### config.mk
export PLATFORM = sky130hd
export DESIGN_NAME = pp_pipeline_accel_stage_sequencer
export DESIGN_NICKNAME = d
export VERILOG_FILES = /design/src/rtl/pp_pipeline_accel_stage_sequencer.sv
export SDC_FILE = /design/constraint.sdc
export NUM_CORES = 1
export LEC_CHECK = 0
export ABC_AREA = 0
export BUFFER_PORTS_ARGS = -buffer_cell sky130_fd_sc_hd__buf_4
export CORE_MARGIN = 2
export CORE_UTILIZATION = 48
export DETAILED_ROUTE_END_ITERATION = 8
export PLACE_DENSITY = 0.8
export SLEW_MARGIN = 5
export SYNTH_ARGS = -nofsm -noshare
export SYNTH_HDL_FRONTEND = slang
export SYNTH_SLANG_ARGS = --single-unit
### constraint.sdc
create_clock -name ap_clk -period 2.7 [get_ports ap_clk]
set_input_delay 0.54 -clock ap_clk [delete_from_list [all_inputs] [get_ports ap_clk]]
set_output_delay 0.54 -clock ap_clk [all_outputs]
set_load 0.03 [all_outputs]
### src/rtl/pp_pipeline_accel_stage_sequencer.sv
// Runs NUM_STAGES ap_ctrl_chain children in index order, latches each child's ap_return,
// and exposes one ap_ctrl_chain handshake upward. A per-stage watchdog aborts a hung child.
module pp_pipeline_accel_stage_sequencer #(
  parameter int NUM_STAGES = 3,
  parameter int RET_W      = 32,
  parameter int TIMEOUT_W  = 16,
  localparam int ST_W      = (NUM_STAGES > 1) ? $clog2(NUM_STAGES) : 1
) (
  input  logic                        ap_clk,
  input  logic                        ap_rst_n,
  input  logic                        ap_start,
  output logic                        ap_done,
  input  logic                        ap_continue,
  output logic                        ap_idle,
  output logic                        ap_ready,
  output logic [NUM_STAGES-1:0]       child_start,
  input  logic [NUM_STAGES-1:0]       child_ready,
  input  logic [NUM_STAGES-1:0]       child_done,
  output logic [NUM_STAGES-1:0]       child_continue,
  input  logic [NUM_STAGES*RET_W-1:0] child_return,
  output logic [NUM_STAGES*RET_W-1:0] stage_return,
  input  logic [TIMEOUT_W-1:0]        timeout_limit,
  output logic                        err_timeout,
  output logic [ST_W-1:0]             err_stage
);

  typedef enum logic [1:0] {IDLE, LAUNCH, WAIT, DONE} state_t;

  localparam logic [ST_W-1:0] LAST = ST_W'(NUM_STAGES - 1);

  state_t               state, state_n;
  logic [ST_W-1:0]      stage;
  logic [TIMEOUT_W-1:0] wdog;
  logic                 ready_q;
  logic                 sel_ready, sel_done;
  logic                 complete, timeout_hit, wdog_hit;

  assign wdog_hit = (timeout_limit != '0) && (wdog == timeout_limit);

  always_comb begin
    sel_ready = 1'b0;
    sel_done  = 1'b0;
    for (int unsigned k = 0; k < NUM_STAGES; k++) begin
      if (stage == ST_W'(k)) begin
        sel_ready = child_ready[k];
        sel_done  = child_done[k];
      end
    end
  end

  // Completion is checked before the watchdog so a child finishing on the limit cycle still counts.
  always_comb begin
    state_n        = state;
    complete       = 1'b0;
    timeout_hit    = 1'b0;
    child_start    = '0;
    child_continue = '0;
    unique case (state)
      IDLE: if (ap_start) state_n = LAUNCH;
      LAUNCH, WAIT: begin
        if (sel_done)                          complete    = 1'b1;
        else if (wdog_hit)                     timeout_hit = 1'b1;
        else if (state == LAUNCH && sel_ready) state_n     = WAIT;
        if (complete)    state_n = (stage == LAST) ? DONE : LAUNCH;
        if (timeout_hit) state_n = DONE;
      end
      DONE: if (ap_continue) state_n = IDLE;
      default: state_n = IDLE;
    endcase
    for (int unsigned k = 0; k < NUM_STAGES; k++) begin
      child_start[k]    = (state == LAUNCH) && (stage == ST_W'(k));
      child_continue[k] = complete && (stage == ST_W'(k));
    end
  end

  always_ff @(posedge ap_clk or negedge ap_rst_n) begin
    if (!ap_rst_n) begin
      state        <= IDLE;
      stage        <= '0;
      wdog         <= '0;
      ready_q      <= 1'b0;
      stage_return <= '0;
      err_timeout  <= 1'b0;
      err_stage    <= '0;
    end else begin
      state   <= state_n;
      ready_q <= (state != DONE) && (state_n == DONE);
      if (state == IDLE && ap_start) begin
        stage       <= '0;
        wdog        <= '0;
        err_timeout <= 1'b0;
      end else if (state == LAUNCH || state == WAIT) begin
        if (complete) begin
          for (int unsigned k = 0; k < NUM_STAGES; k++) begin
            if (stage == ST_W'(k))
              stage_return[k*RET_W +: RET_W] <= child_return[k*RET_W +: RET_W];
          end
          if (stage != LAST) begin
            stage <= stage + 1'b1;
            wdog  <= '0;
          end
        end else begin
          wdog <= wdog + 1'b1;
          if (timeout_hit) begin
            err_timeout <= 1'b1;
            err_stage   <= stage;
          end
        end
      end
    end
  end

  assign ap_done  = (state == DONE);
  assign ap_ready = ready_q;
  assign ap_idle  = (state == IDLE) && !ap_start;

endmodule

* Word level (Yosys, flattened, before mapping) *
Index checks and enable logic that the tools add are counted.
Widths: inputs -> output; s select.

operators by class
  $add $sub $neg = 2
  eq/ne operators = 11
  multiplexer cells = 34
  bitwise operators = 2
  reductions and logical operators = 28

operators by type and width
  cell                   number
  $mux 16                4
  $mux 2                 12
  $mux 1                 17
  $add 16x1->16 const B  1
  $eq 16x16->1           1
  $reduce_and 4->1       4
  $reduce_bool 16->1     1
  $logic_and 1x1->1      11
  $eq 2x2->1 const B     4
  $reduce_bool 2->1      4
  $pmux 2 s3             1
  $reduce_and 3->1       2
  $eq 2x1->1 const B     2
  $logic_not 2->1        2
  $ne 2x2->1 const B     2
  $ne 3x1->1 const B     1
  $add 2x1->2 const B    1
  $ne 2x1->1 const B     1
  $not 1->1              2
  $reduce_and 2->1       1
  $reduce_or 2->1        1
  $logic_not 1->1        1
  $logic_or 1x1->1       1

storage, ports and cells
  flip-flop bits (word level) = 120
  output and inout bits = 108
  word-level logic and storage cells = 86

* Depth between registers and ports, before layout *
Gate-level depths: netlist (run 1).

  word-level depth = 13
  mapped depth = 9

* Least setup slack after synthesis (run 1) *
No wires, ideal clock.

  kind = register -> register
  from = register state[0]
  to = register stage_return[10]
  setup time = 125 ps
  data arrival time = 1930 ps
  setup slack = 645 ps
  stages on the path, launching flop included = 10
  buffers on the path = 2
  clock period less this slack = 2055 ps
  cell sequence = dfrtp_1 -> inv_1 -> ha_1 -> buf_2 -> inv_1 -> a221oi_2 -> and2_4 -> nand2_4 -> buf_6 -> mux2_4

on the way
  cells in the longest elaborated chain, start to end = 4
  elaborated cells between the ends (all ways) = 9
  those cells by class = 2 x eq/ne; 1 x mux; 1 x bitwise; 5 x reduce/logical

RTL lines
  what                                                         line    RTL
  from (decl)                                                  31      state_t state, state_n;
  from (signal assigned)                                       86      state <= state_n;
  $eq 2x1->1 (tied with other cells)                           58, 92
  $reduce_or 2->1 / $logic_and 1x1->1 (equally long branches)  58, 88
  $mux 1 / $not 1->1 (equally long branches)                   n/a
  $reduce_and 4->1 (no line) *                                 n/a
  to (signal, indexed assignment)                              96      stage_return[k*RET_W +: RET_W] <= child_return[k*RET_W +: RET_W];
  to (decl)                                                    21      output logic [NUM_STAGES*RET_W-1:0] stage_return,

Every way passes the cells marked *; elsewhere a longest branch is shown, timed or not.
A chain may end at the register's enable or synchronous reset.

* Worst setup path after layout (run 1) *
  from = register state[0]
  to = output child_continue[1]

on the way
  cells in the longest elaborated chain, start to end = 4
  elaborated cells between the ends (all ways) = 5
  those cells by class = 2 x eq/ne; 1 x mux; 2 x reduce/logical

RTL lines
  what                                             line  RTL
  $eq 2x1->1 / $eq 2x2->1 (equally long branches)  58    unique case (state)
  $reduce_or 2->1 *                                58
  $mux 1 *                                         58
  $logic_and 1x1->1 *                              72    child_continue[k] = complete && (stage == ST_W'(k));
  to (decl)                                        19    output logic [NUM_STAGES-1:0] child_continue,

Marks and branches as above.

==> results of run 1 <==
placed cells by master, fill, tap and decap left out, types with 2 or more instances in the layout:
cell / n
a21o_1: 2
a21oi_1: 4
a22o_1: 2
and2_1: 4
and2_4: 2
and3_1: 3
buf_4: 233
clkbuf_1: 3
clkbuf_16: 17
clkbuf_8: 2
clkinv_2: 8
dfrtp_1: 120
ha_1: 5
ha_2: 3
inv_1: 13
mux2_1: 16
mux2_2: 22
mux2_4: 60
nand2_1: 17
nand2_4: 2
nand3_1: 6
nand3b_1: 2
nand4_1: 7
nor2_1: 19
nor3_1: 5
nor3b_1: 2
nor4_1: 9
o21ai_0: 2
o21ai_1: 2
xnor2_1: 18
xor2_1: 11
per-layer routing:
layer / track usage / wire (um) / vias to the layer above
met5: 0 / 0 / -
met4: 0.07901 / 292 / 0
met3: 0.06506 / 764 / 26
met2: 0.4070 / 7280 / 150
met1: 0.2717 / 5684 / 1952
li1: - / - / 1851
cell type report:
cell class	instances	area share
Timing Repair Buffer	234	0.2241
Tap cell	143	0.02266
Multi-Input combinational cell	245	0.2982
Clock buffer	22	0.05879
Clock inverter	10	0.009824
Sequential cell	120	0.3803
Inverter	13	0.006180
registers in the layout, indices dropped and copies added (netlist names):
signal	count
ap_ready	1
err_stage	2
err_timeout	1
stage	2
stage_return	96
state	2
wdog	16
timing repair:
item                       4_1_cts  5_1_grt
hold buffers                     0        0
setup endpoints to repair        0        2
gates resized for setup          0        3
buffers inserted                 0        1
critical path, cell delays in order, from the launching register on:
cell	delay, ns
dfrtp_1	0.42
inv_1	0.10
ha_2	0.41
inv_1	0.07
a221oi_2	0.25
and2_4	0.23
buf_4	0.17
stage by stage:
step	setup slack, ns	utilization	instance area [um^2]
after floorplan	0.6453	-	5499
after global placement	0.3919	0.6483	7340
after detailed placement	0.2835	0.6483	7340
after CTS	0.03231	0.6962	7881
after global routing	0.0009510	0.6975	7896
final	0.1143	0.6975	7896
how the worst max path moves through the flow:
| stage | start | endpoint | slack, ns | cells after the start |
|---|---|---|---|---|
| 5_1_grt | state[0]$_DFF_PN0_ | child_continue[1] | 0.001 | 6 |
| 3_5_place_dp | stage[0]$_DFFE_PN0P_ | stage_return[41]$_DFFE_PN0P_ | 0.28 | 7 |
| 6_report | state[0]$_DFF_PN0_ | child_continue[1] | 0.11 | 6 |
| 2_1_floorplan | state[0]$_DFF_PN0_ | stage_return[10]$_DFFE_PN0P_ | 0.65 | 9 |
| 4_1_cts | stage[0]$_DFFE_PN0P_ | child_continue[1] | 0.03 | 6 |
| 3_3_place_gp | stage[0]$_DFFE_PN0P_ | stage_return[0]$_DFFE_PN0P_ | 0.39 | 7 |
power groups by stage:
stage                     combinational, mW  clock, mW  sequential (mW)
after global placement                 5.45          0             3.03
final                                  5.57       2.07             3.07
after detailed placement               5.55          0             3.07
after floorplan                        2.36          0             4.42
after CTS                              5.58       2.10             3.06
after global routing                   5.88       2.19             3.15
logic make-up after synthesis:
family	count (synthesis)	share of synthesized area
buf+inv	27	0.02844
xor+xnor	29	0.04619
mux	98	0.2416
simple gates	86	0.08555
flops	120	0.5461
fa+ha+maj	8	0.01820
compound gates	24	0.03390
==> results.json, run 1 <==
{
  "outcome": "finished, final reports clean",
  "peakVddDrop_uv": 943.9,
  "synth_cell_types": 48,
  "r2r_start": "state[0]$_DFF_PN0_",
  "ys_top_cells_by_count": "dfrtp_1, mux2_4, mux2_2",
  "hpwl_um": 10180,
  "dieArea_mm2": 0.01233,
  "fp.coreArea_mm2": 0.01132,
  "p_seq_frac": 0.286,
  "port_buffers": 229,
  "synth_seq_area_share": 0.5461,
  "critical_path_class": "reg2out",
  "yosys_warnings": 0,
  "finalPower_mw": 10.70,
  "setup_tns_ns": 0,
  "p_clk_frac": 0.193,
  "gp_congestion": 0.8630,
  "first_global_vias": 4180,
  "n_antenna_cell": 0,
  "multi_input_area_mm2": 0.002355,
  "cp.required_ns": 2.16,
  "tritoncts": "yes",
  "hold_class": "in2async",
  "fin_crit_sh": 0.9577,
  "avgSynthCellArea_um2": 14.03,
  "p_leak_nw": 4.056,
  "grt_max_degree": 60,
  "cts.sinks": 120,
  "grt.total_usage": 0.2308,
  "fin_crit_ns": 2.586,
  "cp.arrival_ns": 2.05,
  "hold_ws_ns": 0.06334,
  "drt-wirelength-per-cell_um": 17.82,
  "power.switching_mw": 4.256,
  "antenna_found_initial": 0,
  "grt_overflow_total": 0,
  "pin_count": 230,
  "ys_top_cells_by_area": "dfrtp_1, mux2_4, mux2_2",
  "drc": 0,
  "dpl.cell_count": 754,
  "startpoint_type": "register",
  "synth_top_area_cell": "dfrtp_1",
  "rsz0062_at_grt": "no",
  "grt_pass1_wl_um": 22120,
  "switching_share": 0.3976,
  "synth_top_area_frac": 0.5461,
  "initial_core_util": 0.4857,
  "synth_area_mm2": 0.005499,
  "area_delta_synth_final_pct": 43.59,
  "r2r-end": "stage_return[41]$_DFFE_PN0P_",
  "finalNonFillerCells": 787,
  "wirelength_um": 14020,
  "synth_nets": 522,
  "drtPass1Iterations": 4,
  "final.fill_count": 814,
  "cap_violations": 0,
  "nets": 761,
  "skew_ns": 0.007611,
  "worstMarginPinSlew_ns": 0.6158,
  "comb_power_share": 0.520,
  "relSlewSlack": 0.5891,
  "drtIter0Drc": 281,
  "vias": 3979,
  "max_freq_ghz": 0.3867,
  "ys_ff_latch": 120,
  "final_antenna_net_count": 0,
  "die_x_um": 111.0,
  "synth_cells": 392,
  "clock_latency_ns": 0.41,
  "path_clk_slew_ns": 0.05,
  "placementRows": 39,
  "p_int_mw": 6.448,
  "die_h_um": 111.0,
  "seq_area_mm2": 0.003003,
  "p_per_area_mw_per_mm2": 1355,
  "cts_root_buf": "clkbuf_16",
  "routed_via_density": 5.056,
  "cts_inserted_buffers": 17,
  "clockBufferDepth": 2,
  "maxSlewViolCount": 0,
  "htree_levels": 4,
  "synth_edf_count": 0,
  "setup_violations": 0,
  "reg2reg_depth": 7,
  "async_flop_share": 1.000,
  "finalHoldViolCount": 0,
  "end_kind": "output pin",
  "regToRegSetupSlack_ns": 0.35,
  "yosys_most_used_dff": "dfrtp_1",
  "cp_max_fo": 9,
  "drive_gt1_frac": 0.5590,
  "yosysMostFrequentCell": "dfrtp_1"
}
Power figures use the tool's default switching activity.
==> inputs of run 2 (changes only) <==
--- a/config.mk
+++ b/config.mk
@@ -10,7 +10,8 @@
 export CORE_MARGIN = 2
 export CORE_UTILIZATION = 48
 export DETAILED_ROUTE_END_ITERATION = 8
-export PLACE_DENSITY = 0.8
+export PLACE_DENSITY_LB_ADDON = 0.05
+export SKIP_LAST_GASP = 1
 export SLEW_MARGIN = 5
 export SYNTH_ARGS = -nofsm -noshare
 export SYNTH_HDL_FRONTEND = slang
==> results.json, run 2 (same netlist as run 1, synthesis figures left out) <==
{
  "outcome": "finished, final reports clean",
  "cts_root_buf": "clkbuf_16",
  "die_x_um": 111.0,
  "relSlewSlack": 0.5842,
  "critical_path_class": "reg2out",
  "clockBufferDepth": 2,
  "startpoint_type": "register",
  "first_global_vias": 4063,
  "grt_overflow_total": 0,
  "finalNonFillerCells": 787,
  "skew_ns": 0.005121,
  "r2r_start": "state[0]$_DFF_PN0_",
  "critPathLaunch": "state[0]$_DFF_PN0_",
  "worstMarginPinSlew_ns": 0.6231,
  "path_clk_slew_ns": 0.05,
  "area_delta_synth_final_pct": 44.16,
  "tritoncts": "yes",
  "dieArea_mm2": 0.01233,
  "drtIter0Drc": 168,
  "cp.required_ns": 2.16,
  "cts.sinks": 120,
  "mostFrequentLayoutCell": "buf_4",
  "final_antenna_net_count": 0,
  "grt_pass1_wl_um": 21360,
  "finalHoldViolCount": 0,
  "fp.coreArea_mm2": 0.01132,
  "grt.total_usage": 0.2212,
  "largestRegisters": "stage_return (96), wdog (16)",
  "hold_class": "in2async",
  "drt-wirelength-per-cell_um": 16.62,
  "port_buffers": 229,
  "final.fill_count": 845,
  "hold_buffers": 0,
  "cts_inserted_buffers": 17,
  "setup_tns_ns": 0,
  "drtPass1Iterations": 4,
  "grt_max_degree": 43,
  "cp.arrival_ns": 2.05,
  "fin_crit_ns": 2.595,
  "final_cell_mix": "buf_4, dfrtp_1, mux2_4",
  "cap_violations": 0,
  "dpl.cell_count": 756,
  "peakVddDrop_uv": 782.4,
  "cp_max_fo": 9,
  "nets": 763,
  "gp_congestion": 0.8059,
  "p_per_area_mw_per_mm2": 1350,
  "hpwl_um": 9980,
  "antenna_found_initial": 0,
  "die_h_um": 111.0,
  "largest_reg_flops": 96,
  "wirelength_um": 13080,
  "p_leak_nw": 4.064,
  "dp_slack_ns": 0.2738,
  "placementRows": 39,
  "setup_violations": 0,
  "max_freq_ghz": 0.3854,
  "drc": 0,
  "fin_crit_sh": 0.9611,
  "initial_core_util": 0.4857,
  "vias": 3871,
  "drive_gt1_frac": 0.5528,
  "end_kind": "output pin",
  "fin_ws_ns": 0.1051,
  "maxSlewViolCount": 0,
  "routed_via_density": 4.919,
  "regMostFlops": "stage_return",
  "n_antenna_cell": 0,
  "pin_count": 230,
  "clock_latency_ns": 0.40,
  "htree_levels": 4
}
## run 2: cell types whose count changed in the layout (fill, tap and decap cells not counted)
cell        delta
clkbuf_8       +1
clkbuf_1       +4
bufinv_16      +1
buf_4          +2
clkinvlp_4     -1
clkinv_2       -7
## run 2: repair_timing
action | in CTS | in global routing
gates resized for setup | 0 | 3
buffers inserted | 0 | 1
setup endpoints to repair | 0 | 2
## run 2: power by group
| part | switching (mW) | total, mW | internal, mW |
|---|---|---|---|
| combinational | 2.96 | 5.53 | 2.57 |
| clock | 0.716 | 2.14 | 1.42 |
| sequential | 0.457 | 3.04 | 2.59 |
## run 2: through the flow
| step | hold WS [ns] | total power, mW | instance area (um^2) | utilization |
|---|---|---|---|---|
| 6_report | 0.1023 | 10.70 | 7928 | 0.7003 |
| 5_1_grt | 0.1320 | 11.25 | 7928 | 0.7003 |
| 4_1_cts | 0.1129 | 10.77 | 7913 | 0.6989 |
| 3_5_place_dp | 0.4715 | 8.597 | 7355 | 0.6496 |
| 3_3_place_gp | 0.4667 | 8.501 | 7355 | 0.6496 |
| 2_1_floorplan | 0.2444 | 6.787 | 5499 | - |
## run 2: metal layers
metal	track usage	up-vias	routed length, um
li1	-	1855	-
met1	0.2744	1874	5438
met2	0.3759	133	6702
met3	0.06834	9	795
met4	0.06337	0	143
met5	0	-	0
## run 2: worst max-delay path, stage by stage (launching register included)
cell,delay (ns)
dfrtp_1,0.42
inv_1,0.09
ha_2,0.40
inv_1,0.07
a221oi_2,0.28
and2_4,0.22
buf_4,0.17
## run 2: final cells by class
cell class | instances | area [um^2] | area share
inverter | 13 | 48.80 | 0.006155
multi-input combinational | 245 | 2355 | 0.2970
clock buffer | 27 | 493.0 | 0.06218
clock inverter | 3 | 65.06 | 0.008207
timing repair buffer | 236 | 1784 | 0.2251
tap | 143 | 178.9 | 0.02257
sequential | 120 | 3003 | 0.3788
## run 2: worst paths after layout
kind | endpoint | slack (ns) | cells after the start
worst max register to register | stage_return[0]$_DFFE_PN0P_ | 0.31 | 7
min in group ap_clk | stage_return[41]$_DFFE_PN0P_ | 0.35 | 2
worst max-delay path | child_continue[1] | 0.11 | 6
worst min-delay path | stage_return[24]$_DFFE_PN0P_ | 0.10 | 1
worst min register to register | stage_return[73]$_DFFE_PN0P_ | 0.49 | 1
max in group asynchronous | wdog[4]$_DFFE_PN0P_ | 1.98 | 2
